===== config.mk =====
export PLATFORM = sky130hd
export DESIGN_NAME = mul_sequencer
export DESIGN_NICKNAME = d
export VERILOG_FILES = /design/src/rtl/mul_sequencer_pkg.sv /design/src/rtl/mul_sequencer.sv
export SDC_FILE = /design/constraint.sdc
export NUM_CORES = 1
export LEC_CHECK = 0
export ABC_CLOCK_PERIOD_IN_PS = 3350
export BUFFER_PORTS_ARGS = -buffer_cell sky130_fd_sc_hd__buf_4
export CORE_AREA = 2 2 135 137
export CTS_BUF_LIST = sky130_fd_sc_hd__clkbuf_4 sky130_fd_sc_hd__clkbuf_8
export DETAILED_ROUTE_END_ITERATION = 8
export DIE_AREA = 0 0 137 139
export PLACE_DENSITY = 0.75
export SETUP_SLACK_MARGIN = 0.1
export SYNTH_ARGS = -nofsm -noshare
export SYNTH_HDL_FRONTEND = slang
export SYNTH_SLANG_ARGS = --single-unit

===== constraint.sdc =====
create_clock -name CLK -period 3.35 [get_ports CLK]
set_input_delay 0.5025 -clock CLK [delete_from_list [all_inputs] [get_ports CLK]]
set_output_delay 0.5025 -clock CLK [all_outputs]
set_load 0.02 [all_outputs]

===== src/rtl/mul_sequencer_pkg.sv =====
// Shared definitions for the multiply sequencer and the control unit that
// owns the ALU: ALU function encodings, sequencer state encodings, operand
// width, and the operand-magnitude helper.
package mul_sequencer_pkg;

   // Operand width; the sequencer performs exactly this many ALU steps.
   localparam int MUL_WIDTH = 32;

   // ALU function select as seen on alu_control.
   typedef logic [2:0] alu_fn_t;

   localparam alu_fn_t ALU_AND  = 3'b000;
   localparam alu_fn_t ALU_OR   = 3'b001;
   localparam alu_fn_t ALU_ADD  = 3'b010;
   localparam alu_fn_t ALU_SUB  = 3'b011;
   localparam alu_fn_t ALU_ANDN = 3'b100;
   localparam alu_fn_t ALU_ORN  = 3'b101;
   localparam alu_fn_t ALU_SLT  = 3'b110;
   localparam alu_fn_t ALU_XOR  = 3'b111;

   // Sequencer states, kept as plain constants so older control code can
   // compare against them directly.
   localparam logic [1:0] ST_IDLE = 2'b00;
   localparam logic [1:0] ST_ITER = 2'b01;
   localparam logic [1:0] ST_SIGN = 2'b10;

   // Magnitude of a two's-complement word. The most negative value maps to
   // itself, which is the correct magnitude when read as unsigned.
   function automatic logic [31:0] abs32(input logic [31:0] value);
      return value[31] ? (~value + 32'd1) : value;
   endfunction

endpackage


===== src/rtl/mul_sequencer.sv =====
// Multi-cycle 32x32 MULT/MULTU sequencer. Borrows the shared ALU through a
// request/grant handshake and performs one shift-and-add step per granted
// cycle, then fixes the sign of the 64-bit product locally.
module mul_sequencer
   import mul_sequencer_pkg::*;
#(
   parameter int WIDTH = MUL_WIDTH
) (
   input  logic             CLK,
   input  logic             RST,
   input  logic             start,
   input  logic             is_signed,
   input  logic [WIDTH-1:0] src_a,
   input  logic [WIDTH-1:0] src_b,
   output logic             busy,
   output logic             done,
   output logic [WIDTH-1:0] hi,
   output logic [WIDTH-1:0] lo,
   output logic             alu_req,
   input  logic             alu_gnt,
   output logic [WIDTH-1:0] alu_op_a,
   output logic [WIDTH-1:0] alu_op_b,
   output logic [2:0]       alu_control,
   input  logic [WIDTH-1:0] alu_result
);

   localparam int CNT_W = $clog2(WIDTH);
   localparam logic [CNT_W-1:0] LAST_STEP = CNT_W'(WIDTH - 1);

   logic [1:0]       state;
   logic [CNT_W-1:0] count;
   logic [WIDTH-1:0] m;
   logic             neg;
   logic             carry;
   logic [2*WIDTH-1:0] negated;

   // ALU request and operands are a pure decode of registered state, so the
   // grant never feeds back into the request.
   always_comb begin
      alu_req     = 1'b0;
      alu_op_a    = '0;
      alu_op_b    = '0;
      alu_control = ALU_AND;
      if (state == ST_ITER) begin
         alu_req     = 1'b1;
         alu_op_a    = hi;
         alu_op_b    = lo[0] ? m : '0;
         alu_control = ALU_ADD;
      end
   end

   // Carry out of the ALU addition, rebuilt from the operand and sum sign
   // bits because the shared ALU does not export its carry.
   always_comb begin
      carry = (alu_op_a[WIDTH-1] & alu_op_b[WIDTH-1]) |
              ((alu_op_a[WIDTH-1] | alu_op_b[WIDTH-1]) & ~alu_result[WIDTH-1]);
   end

   // Two's-complement negation of the unsigned product for the SIGN step.
   always_comb begin
      negated = ~{hi, lo} + {{(2*WIDTH-1){1'b0}}, 1'b1};
   end

   // Sequencer state, accumulator and handshake flags.
   always_ff @(posedge CLK or posedge RST) begin
      if (RST) begin
         state <= ST_IDLE;
         busy  <= 1'b0;
         done  <= 1'b0;
         hi    <= '0;
         lo    <= '0;
         count <= '0;
         m     <= '0;
         neg   <= 1'b0;
      end else begin
         // NOTE: all state here uses non-blocking assignments so every branch
         // reads the pre-edge hi/lo/count values, matching the
         // combinational ALU path that was computed from them.
         done <= 1'b0;
         case (state)
            ST_IDLE: begin
               if (start) begin
                  m     <= is_signed ? abs32(src_a) : src_a;
                  lo    <= is_signed ? abs32(src_b) : src_b;
                  hi    <= '0;
                  count <= '0;
                  neg   <= is_signed & (src_a[WIDTH-1] ^ src_b[WIDTH-1]);
                  busy  <= 1'b1;
                  state <= ST_ITER;
               end
            end
            ST_ITER: begin
               // Without a grant the ALU result belongs to someone else, so
               // nothing advances.
               if (alu_gnt) begin
                  {hi, lo} <= {carry, alu_result, lo[WIDTH-1:1]};
                  count    <= count + 1'b1;
                  if (count == LAST_STEP) begin
                     state <= ST_SIGN;
                  end
               end
            end
            ST_SIGN: begin
               if (neg) begin
                  {hi, lo} <= negated;
               end
               busy  <= 1'b0;
               done  <= 1'b1;
               state <= ST_IDLE;
            end
            default: begin
               state <= ST_IDLE;
               busy  <= 1'b0;
            end
         endcase
      end
   end

endmodule


==> flow_summary.yaml, run 1 <==
run_status:
  outcome: "finished, final reports clean"
logic_synthesis:
  synth-async-reset-ratio: 1.00
  netlist.area_leader.share: 0.329
  yosys_warnings: 0
  sequential_cell_area_fraction_in_the_yosys_report: 0.329
  mappedNetlistArea_um2: 8070
  synth_largest_area_cell: "sky130_fd_sc_hd__dfrtp_1"
  yosysMostFrequentCell: "sky130_fd_sc_hd__dfrtp_1"
  flip_flop_and_latch_count_after_synthesis: 106
  most_frequent_cells_after_synthesis: "sky130_fd_sc_hd__dfrtp_1, sky130_fd_sc_hd__nand2_1, sky130_fd_sc_hd__o21ai_0, sky130_fd_sc_hd__clkbuf_1"
  synth_enable_flop_cells: 0
  synthDistinctLibCells: 69
  postSynthCellCount: 1009
  synth_area_per_cell_um2: 8.00
  ys_dominant_reg_cell: "sky130_fd_sc_hd__dfrtp_1"
  synth_top_cells_by_area: "sky130_fd_sc_hd__dfrtp_1, sky130_fd_sc_hd__o21ai_0, sky130_fd_sc_hd__xnor2_1"
clock_tree:
  clkSlewWorstSetupHoldPaths_ns: 0.11
  postCtsSetupRepairBufs: 0
  clkLatencyLatePin_ns: 0.40
  cts.htree.levels: 3
  clock_sinks: 106
  cts_buffer_depth: 2
  cts_resized: 0
  cts_made_buffers: 9
  ctsHoldBuffers: 0
  clk_tree_root_cell: "sky130_fd_sc_hd__clkbuf_8"
  cts_tree: "done"
grt:
  grt_usage: 0.278
  grt_start_max_net_pins: 94
  grt-ovfl-total: 0
  wire_length_of_the_first_global_routing_pass_mm: 42.6
  grt_pass1_vias: 8002
  grt_antenna_before_repair: 0
timing:
  rsz0062_at_grt: "false"
  shortest_period_the_worst_path_allows_ns: 2.82
  whs_ns: 0.273
  fmaxAchievable_mhz: 354
  worst-slew-pin-transition_ns: 0.888
  finalMaxSlewViolations: 0
  worst_case_setup_margin_in_the_final_layout_ns: 0.525
  report.final.setup_viol: 0
  finalSetupTns_ns: 0
  post-route-period-util: 0.843
  fin_skew_ns: 0.0139
  hold_viol_final: 0
  max-slew-margin-rel: 0.406
worst_setup_path:
  worst-path-max-fanout: 14
  ff2ff_path_depth: 6
  timing.rr.end: "hi[7]"
  critical_path.cell_chain: "nor3_1 > nand4_2 > or3_1 > nor2_1 > a211oi_1 > a221o_1"
  critPathRequiredTime_ns: 3.63
  setup_crit_path_kind: "flip-flop to flip-flop"
  worst_endpoint_data_arrival_time_ns: 3.11
  worst_path_max_delay_cell: "sky130_fd_sc_hd__or3_1"
  sort_of_element_at_the_start_of_the_critical_path: "flip-flop"
  reg2reg_slack_ns: 0.53
  crit_path_end_kind: "flip-flop"
  max_stage_delay_ns: 0.73
  crit-reg2reg-launch: "lo[19]"
placement:
  routabilityCongestion: 0.900
  portBuffers: 232
  detailedPlacementHpwl_mm: 19.8
  dp_cells: 1420
  post-place-ws_ns: 0.557
die:
  floorplan.initialDensity: 0.457
  placement_rows: 49
  die_area_um2: 19000
  design.core.area_um2: 17700
  die_height_um: 139
  die_w_um: 137
  io_pins: 235
routing:
  drt_pass1_iterations: 6
  routed-via-count: 8655
  detail_route.wl_per_cell_um: 18.6
  drc: 0
  final_antenna_net_count: 0
  finalWirelength_mm: 26.8
  avg_vias_per_cell: 6.03
  drt_first_iter_violations: 649
finish:
  stdcell_count: 1435
  multiInputGateArea_um2: 4980
  layout-area-overhead-vs-synth_pct: 25.9
  core_util_final: 0.575
  regArea_um2: 2650
  antennaDiodeCount: 0
  num-fill-cells: 1698
  final_layout_size_suffix_gt1_frac: 0.253
  finalNetCount: 1313
flow_run:
  max_cap_viol_count: 0
min_path:
  worstHoldPathType: "primary input to asynchronous set/reset pin"
power_and_ir_drop:
  peakVddDrop_v: 0.000504
  power.density_cell_area_nw_per_um2: 895
  p_leak_nw: 4.54
-- kinds of logic (layout without fill, tap and decap cells) --
kind of cell	count (synthesis)	count (layout)	synth area share
fa+ha+maj	10	10	0.0155
compound gates	279	279	0.223
buf+inv	105	301	0.0569
flops	106	106	0.329
other cells	1	2	0.000465
simple gates	436	436	0.295
xor+xnor	63	63	0.0684
mux	9	9	0.0118
-- sequential cells by signal (all words and copies together) (netlist names) --
signal  flops
hi         32
lo         32
m          32
count       5
state       2
busy        1
done        1
neg         1
-- power by group --
group	switching (mW)	internal (mW)
registers	0.863	1.87
clock network	0.499	0.276
logic	3.43	2.16
-- cell usage in the layout, fill, tap and decap left out, types with 30 or more instances in the layout --
cell                      Yosys  final
sky130_fd_sc_hd__nor3_1      50     50
sky130_fd_sc_hd__nand2_1     95     95
sky130_fd_sc_hd__and3_1      41     41
sky130_fd_sc_hd__nor2_1      58     58
sky130_fd_sc_hd__xnor2_1     45     45
sky130_fd_sc_hd__nor4_1      35     35
sky130_fd_sc_hd__nand3_1     30     30
sky130_fd_sc_hd__dfrtp_1    106    106
sky130_fd_sc_hd__buf_4        5    260
sky130_fd_sc_hd__o21ai_0     90     90
sky130_fd_sc_hd__and2_1      38     38
sky130_fd_sc_hd__a21oi_1     58     58
-- stage by stage --
| stage | instance area [µm²] | power (mW) |
|---|---|---|
| CTS | 10200 | 9.05 |
| finish | 10200 | 9.10 |
| global placement | 9990 | 8.16 |
| global route | 10200 | 9.78 |
| floorplan | 8080 | 6.23 |
| detailed placement | 9990 | 8.28 |
-- worst max-delay path: cells and delay by family (launching register included) --
family	cells	cell delay, ns
and+or+nand+nor	4	1.87
DFF	1	0.46
AOI/OAI and AO/OA	2	0.38
-- how the worst max path moves through the flow --
stage               from     end  slack [ns]
2_1_floorplan      lo[3]  lo[14]        0.75
3_3_place_gp   src_b[20]  lo[30]        0.65
3_5_place_dp      lo[19]  hi[25]        0.56
4_1_cts           lo[19]  hi[25]        0.54
5_1_grt           lo[19]  hi[25]        0.36
6_report          lo[19]   hi[7]        0.53
-- metal layers --
| layer | part of all wire | GRT usage |
|---|---|---|
| met3 | 0.099 | 0.0559 |
| met4 | 0.015 | 0.0733 |
| met1 | 0.42 | 0.384 |
| met5 | 0 | 0 |
| met2 | 0.46 | 0.444 |
-- layout make-up --
class,instances,area share
Timing Repair Buffer,261,0.194
Clock buffer,9,0.0122
Clock inverter,6,0.00493
Multi-Input combinational cell,799,0.490
Inverter,25,0.00961
Sequential cell,106,0.261
Tap cell,229,0.0282
Note: power is estimated with default switching activity, not from simulation.
==> inputs of run 2 (changes only) <==
ABC_CLOCK_PERIOD_IN_PS = 2300   (was 3350)
clock period = 2.3 ns   (was 3.35 ns; I/O delays follow)
==> run 2 against run 1 <==
The run now ends with negative setup slack left. Utilization grew 14 points. Final cell count grew 12%. Cell area grew 24%. Clock power grew 83%. Highest routed layer unchanged.
==> flow_summary.yaml, run 2 (synthesized netlist as in run 1, its figures left out) <==
routing:
  detail_route.wl_per_cell_um: 20.5
  routed-via-count: 9961
  drt_pass1_iterations: 7
  drt_first_iter_violations: 1002
  finalWirelength_mm: 32.8
  avg_vias_per_cell: 6.22
  final_antenna_net_count: 0
  drc: 0
timing:
  max-slew-margin-rel: 0.555
  post-route-period-util: 1.11
  finalMaxSlewViolations: 0
  worst-slew-pin-transition_ns: 0.666
  whs_ns: 0.164
  shortest_period_the_worst_path_allows_ns: 2.55
  rsz0062_at_grt: "true"
  worst_case_setup_margin_in_the_final_layout_ns: -0.248
  report.final.setup_viol: 24
  fin_skew_ns: 0.0208
  hold_viol_final: 0
  finalSetupTns_ns: -2.52
  fmaxAchievable_mhz: 392
clock_tree:
  cts_made_buffers: 9
  cts.htree.levels: 3
  cts_tree: "done"
  clock_sinks: 106
  clkSlewWorstSetupHoldPaths_ns: 0.12
  cts_buffer_depth: 2
  clk_tree_root_cell: "sky130_fd_sc_hd__clkbuf_8"
  clkLatencyLatePin_ns: 0.40
min_path:
  worst_hold_endpoint: "hi[26]"
  worstHoldPathCells: 3
  worstHoldPathType: "primary input to flip-flop"
  hold_path.startpoint: "alu_result[27]"
run_status:
  outcome: "finished with violations"
  violations_in_the_final_reports: "negative setup slack"
worst_setup_path:
  max_stage_delay_ns: 0.53
  crit_family: "simple AND/OR/NAND/NOR gates"
  critPathRequiredTime_ns: 2.58
  crit_path_end_kind: "flip-flop"
  setup_crit_path_kind: "flip-flop to flip-flop"
  crit-reg2reg-launch: "lo[23]"
  sort_of_element_at_the_start_of_the_critical_path: "flip-flop"
  timing.rr.end: "hi[29]"
  worst-path-max-fanout: 5
  worst_path_max_delay_cell: "sky130_fd_sc_hd__or4_4"
  reg2reg_slack_ns: -0.25
  critical_path.cell_chain: "nor4_2 > nand4_1 > buf_4 > or4_4 > buf_6 > nor4_4 > mux2i_1 > a221o_1"
  ff2ff_path_depth: 8
  worst_endpoint_data_arrival_time_ns: 2.83
  buf_inv_on_cp: 2
grt:
  globalRouteMet2Util: 0.490
  grt_antenna_before_repair: 0
  top_usage_layer: "met2"
  grt_start_max_net_pins: 64
  wire_length_of_the_first_global_routing_pass_mm: 46.4
  grt-ovfl-total: 0
  grtUsageMet1: 0.412
  grt_usage: 0.306
  grt_pass1_vias: 8891
  globalRouteMet3Util: 0.0680
finish:
  reg.largest.list: "hi x32, lo x32, m x32"
  core_util_final: 0.715
  finalInstanceArea_um2: 12600
  finalNetCount: 1479
  stdcell_count: 1602
  layout_commonest_cell: "sky130_fd_sc_hd__buf_4"
  antennaDiodeCount: 0
  num-fill-cells: 1306
  final_layout_size_suffix_gt1_frac: 0.420
  most-common-layout-cells: "sky130_fd_sc_hd__buf_4, sky130_fd_sc_hd__dfrtp_1, sky130_fd_sc_hd__nand2_1"
  layout-area-overhead-vs-synth_pct: 56.4
placement:
  dp_cells: 1542
  detailedPlacementHpwl_mm: 21.2
  routabilityCongestion: 0.921
  post-place-ws_ns: -0.117
  portBuffers: 232
  postPlaceCellArea_um2: 11100
die:
  die_area_um2: 19000
  floorplan.initialDensity: 0.457
  die_w_um: 137
  die_height_um: 139
  placement_rows: 49
  design.core.area_um2: 17700
  io_pins: 235
power_and_ir_drop:
  totalPowerFinal_mw: 18.5
  peakVddDrop_v: 0.00104
  p_leak_nw: 5.66
  power.density_cell_area_nw_per_um2: 1460
flow_run:
  max_cap_viol_count: 0
==> run 2: tightest hold or removal path: stages <==
cell                       delay (ns)
sky130_fd_sc_hd__buf_4           0.08
sky130_fd_sc_hd__nand2_1         0.04
sky130_fd_sc_hd__o211ai_1        0.08
==> run 2: repair_timing <==
| action | CTS | global route |
|---|---|---|
| gates cloned | 3 | 5 |
| hold endpoints to repair | 9 | 0 |
| hold buffers | 1 | 0 |
| setup endpoints to repair | 124 | 51 |
| setup buffers | 18 | 17 |
| pin swaps | 21 | 40 |
| gates resized for setup | 66 | 128 |
==> run 2: metal layers <==
layer	wire [µm]	up-vias
met1	12600	4671
li1	-	4468
met3	3820	126
met4	1230	0
met2	15100	696
met5	0	-
==> run 2: layout make-up <==
type | instances | area, µm² | share of cell area
sequential | 106 | 2670 | 0.211
inverter | 25 | 100 | 0.00793
tap | 229 | 287 | 0.0227
multi-input combinational | 800 | 5750 | 0.455
clock inverter | 5 | 85.1 | 0.00674
clock buffer | 11 | 151 | 0.0120
timing repair buffer | 426 | 3590 | 0.285
==> run 2: worst max-delay path by stage <==
stage,slack [ns],startpoint,depth (start not counted),to
final,-0.25,lo[23],8,hi[29]
after global routing,-0.29,lo[23],8,hi[29]
after CTS,-0.07,lo[3],8,hi[29]
after detailed placement,-0.12,lo[3],6,lo[10]
after global placement,-0.09,lo[3],8,hi[29]
after floorplan,-0.25,lo[3],8,lo[10]
==> run 2: report_power, final <==
| part | total (mW) | switching [mW] | internal [mW] |
|---|---|---|---|
| Clock | 1.42 | 0.736 | 0.680 |
| Combinational | 13.4 | 7.53 | 5.88 |
| Sequential | 3.64 | 0.901 | 2.74 |
| Total | 18.5 | 9.17 | 9.31 |
==> inputs of run 3 (changes only) <==
--- a/config.mk
+++ b/config.mk
@@ -8,9 +8,11 @@
 export ABC_CLOCK_PERIOD_IN_PS = 2300
 export BUFFER_PORTS_ARGS = -buffer_cell sky130_fd_sc_hd__buf_4
-export CORE_AREA = 2 2 135 137
+export CELL_PAD_IN_SITES_DETAIL_PLACEMENT = 1
+export CELL_PAD_IN_SITES_GLOBAL_PLACEMENT = 2
+export CORE_AREA = 2 2 173 175
 export CTS_BUF_LIST = sky130_fd_sc_hd__clkbuf_4 sky130_fd_sc_hd__clkbuf_8
 export DETAILED_ROUTE_END_ITERATION = 8
-export DIE_AREA = 0 0 137 139
-export PLACE_DENSITY = 0.75
+export DIE_AREA = 0 0 175 177
+export PLACE_DENSITY_LB_ADDON = 0.1
 export SETUP_SLACK_MARGIN = 0.1
 export SYNTH_ARGS = -nofsm -noshare
==> constraint.sdc (replaced) <==
create_clock -name CLK -period 2.3 [get_ports CLK]
set_input_delay 0 -clock CLK [delete_from_list [all_inputs] [get_ports CLK]]
set_output_delay 0 -clock CLK [all_outputs]
set_load 0.02 [all_outputs]
==> run 3 against run 2 <==
The flow still finishes with violations (negative setup slack). Sequential share of layout area decreased by 1.5 points. Cell area increased by 7.9%. Clock skew increased by 0.0030 ns. Final cell count increased by 15%. Wire length increased by 9.9%. Critical path depth unchanged. Power decreased by 3.0%. Critical path type unchanged.
==> flow_summary.yaml, run 3 (synthesized netlist as in run 1, its figures left out) <==
run_status:
  outcome: "finished with violations"
  violations_in_the_final_reports: "negative setup slack"
clock_tree:
  cts_tree: "done"
  clkSlewWorstSetupHoldPaths_ns: 0.12
  clk_tree_root_cell: "sky130_fd_sc_hd__clkbuf_8"
  clock_sinks: 106
  cts.htree.levels: 3
  cts_buffer_depth: 2
  cts_made_buffers: 9
  clkLatencyLatePin_ns: 0.40
timing:
  fin_skew_ns: 0.0239
  max-slew-margin-rel: 0.515
  whs_ns: 0.0141
  report.final.setup_viol: 12
  fmaxAchievable_mhz: 409
  shortest_period_the_worst_path_allows_ns: 2.44
  post-route-period-util: 1.06
  worst_case_setup_margin_in_the_final_layout_ns: -0.143
  rsz0062_at_grt: "true"
  hold_viol_final: 0
  finalSetupTns_ns: -0.774
  worst-slew-pin-transition_ns: 0.726
  finalMaxSlewViolations: 0
flow_run:
  max_cap_viol_count: 0
finish:
  reg.largest.list: "hi x32, lo x32, m x32"
  layout-area-overhead-vs-synth_pct: 68.8
  finalNetCount: 1566
  regArea_um2: 2670
  core_util_final: 0.466
  finalInstanceArea_um2: 13600
  layout_commonest_cell: "sky130_fd_sc_hd__buf_4"
  antennaDiodeCount: 0
  most-common-layout-cells: "sky130_fd_sc_hd__buf_4, sky130_fd_sc_hd__dfrtp_1, sky130_fd_sc_hd__nand2_1"
  num-fill-cells: 3411
  multiInputGateArea_um2: 5880
  final_layout_size_suffix_gt1_frac: 0.414
worst_setup_path:
  sort_of_element_at_the_start_of_the_critical_path: "flip-flop"
  setup_crit_path_kind: "flip-flop to flip-flop"
  critPathRequiredTime_ns: 2.59
  worst_endpoint_data_arrival_time_ns: 2.73
  max_stage_delay_ns: 0.59
  crit_path_end_kind: "flip-flop"
  buf_inv_on_cp: 2
  worst-path-max-fanout: 5
  crit_family: "simple AND/OR/NAND/NOR gates"
  reg2reg_slack_ns: -0.14
  worst_path_max_delay_cell: "sky130_fd_sc_hd__or4_4"
  critical_path.cell_chain: "buf_6 > nor4_4 > nand4_2 > or4_4 > buf_6 > nor4_4 > mux2i_1 > a221o_1"
routing:
  routed-via-count: 9677
  drt_pass1_iterations: 5
  drc: 0
  detail_route.wl_per_cell_um: 19.5
  avg_vias_per_cell: 5.23
  final_antenna_net_count: 0
  finalWirelength_mm: 36.1
  drt_first_iter_violations: 440
power_and_ir_drop:
  cellInternalPower_mw: 8.96
  p_leak_nw: 5.99
  totalPowerFinal_mw: 17.9
  pwr-share-seq: 0.196
  p_sw_frac: 0.500
  power.density_cell_area_nw_per_um2: 1310
  clock_network_power_share: 0.073
  power_switching_mw: 8.95
  peakVddDrop_v: 0.000540
  comb_power_share: 0.730
grt:
  wire_length_of_the_first_global_routing_pass_mm: 55.2
  grt_usage: 0.224
  grt_antenna_before_repair: 1
  grt_start_max_net_pins: 73
  grt-ovfl-total: 0
  grt_pass1_vias: 9756
die:
  die_height_um: 177
  die_area_um2: 31000
  die_w_um: 175
  design.core.area_um2: 29200
  placement_rows: 63
  io_pins: 235
  floorplan.initialDensity: 0.276
placement:
  detailedPlacementHpwl_mm: 25.8
  postPlaceCellArea_um2: 11500
  portBuffers: 232
  routabilityCongestion: 0.803
min_path:
  worstHoldPathType: "primary input to flip-flop"
-- run 3: changes by cell type in the layout (fill, tap and decap cells not counted), moves of 6 or more --
| cell | delta |
|---|---|
| sky130_fd_sc_hd__nor4_1 | -6 |
| sky130_fd_sc_hd__o21ai_0 | +7 |
| sky130_fd_sc_hd__buf_6 | +13 |
| sky130_fd_sc_hd__nor4_2 | +6 |
| sky130_fd_sc_hd__nor3_1 | -6 |
| sky130_fd_sc_hd__nor2_1 | -6 |
| sky130_fd_sc_hd__o21ai_1 | -6 |
| sky130_fd_sc_hd__dlygate4sd3_1 | +79 |
| sky130_fd_sc_hd__buf_4 | +7 |
-- run 3: final timing paths --
check                      startpoint     end  cells after the start
max                            lo[14]  hi[29]                      8
min                         src_b[25]  lo[25]                      3
max reg2reg                    lo[14]  hi[29]                      8
min reg2reg                     m[11]   m[11]                      2
max in group asynchronous         RST   lo[2]                      4
min in group asynchronous         RST  hi[23]                      3
-- run 3: area by class of cell --
cell class / count / share of cell area
timing repair buffer: 512 / 0.315
clock inverter: 6 / 0.00532
sequential: 106 / 0.196
tap: 390 / 0.0358
multi-input combinational: 801 / 0.432
clock buffer: 10 / 0.00964
inverter: 25 / 0.00716
-- run 3: power by group through the flow --
stage | sequential, mW | combinational [mW] | clock (mW)
2_1_floorplan | 4.22 | 5.36 | 0
3_3_place_gp | 3.46 | 11.0 | 0
3_5_place_dp | 3.50 | 11.1 | 0
4_1_cts | 3.49 | 12.0 | 1.36
5_1_grt | 3.64 | 14.1 | 1.43
6_report | 3.52 | 13.1 | 1.31
-- run 3: repair_timing --
item,in CTS,in global routing
setup buffers,15,20
gates cloned,0,2
pin swaps,26,36
endpoints found under the setup margin,94,130
hold buffers,80,0
hold endpoints to repair,181,0
resized for setup,95,111
-- run 3: tightest hold or removal path, stage by stage --
cell and delay, ns:
sky130_fd_sc_hd__buf_4 0.09, sky130_fd_sc_hd__xnor2_1 0.18, sky130_fd_sc_hd__a21oi_1 0.09
-- run 3: routing by layer --
| layer | track usage | part of all wire | up-vias |
|---|---|---|---|
| li1 | - | - | 4627 |
| met1 | 0.311 | 0.47 | 4791 |
| met2 | 0.374 | 0.47 | 233 |
| met3 | 0.0367 | 0.047 | 24 |
| met4 | 0.0344 | 0.0084 | 2 |
| met5 | 0 | 0.00022 | - |
-- run 3: per-stage QoR --
| stage | worst slack, ns | instances |
|---|---|---|
| floorplan | -0.254 | 1010 |
| global placement | -0.112 | 1719 |
| detailed placement | -0.170 | 1719 |
| CTS | -0.0956 | 1830 |
| global route | -0.226 | 1850 |
| finish | -0.143 | 1850 |
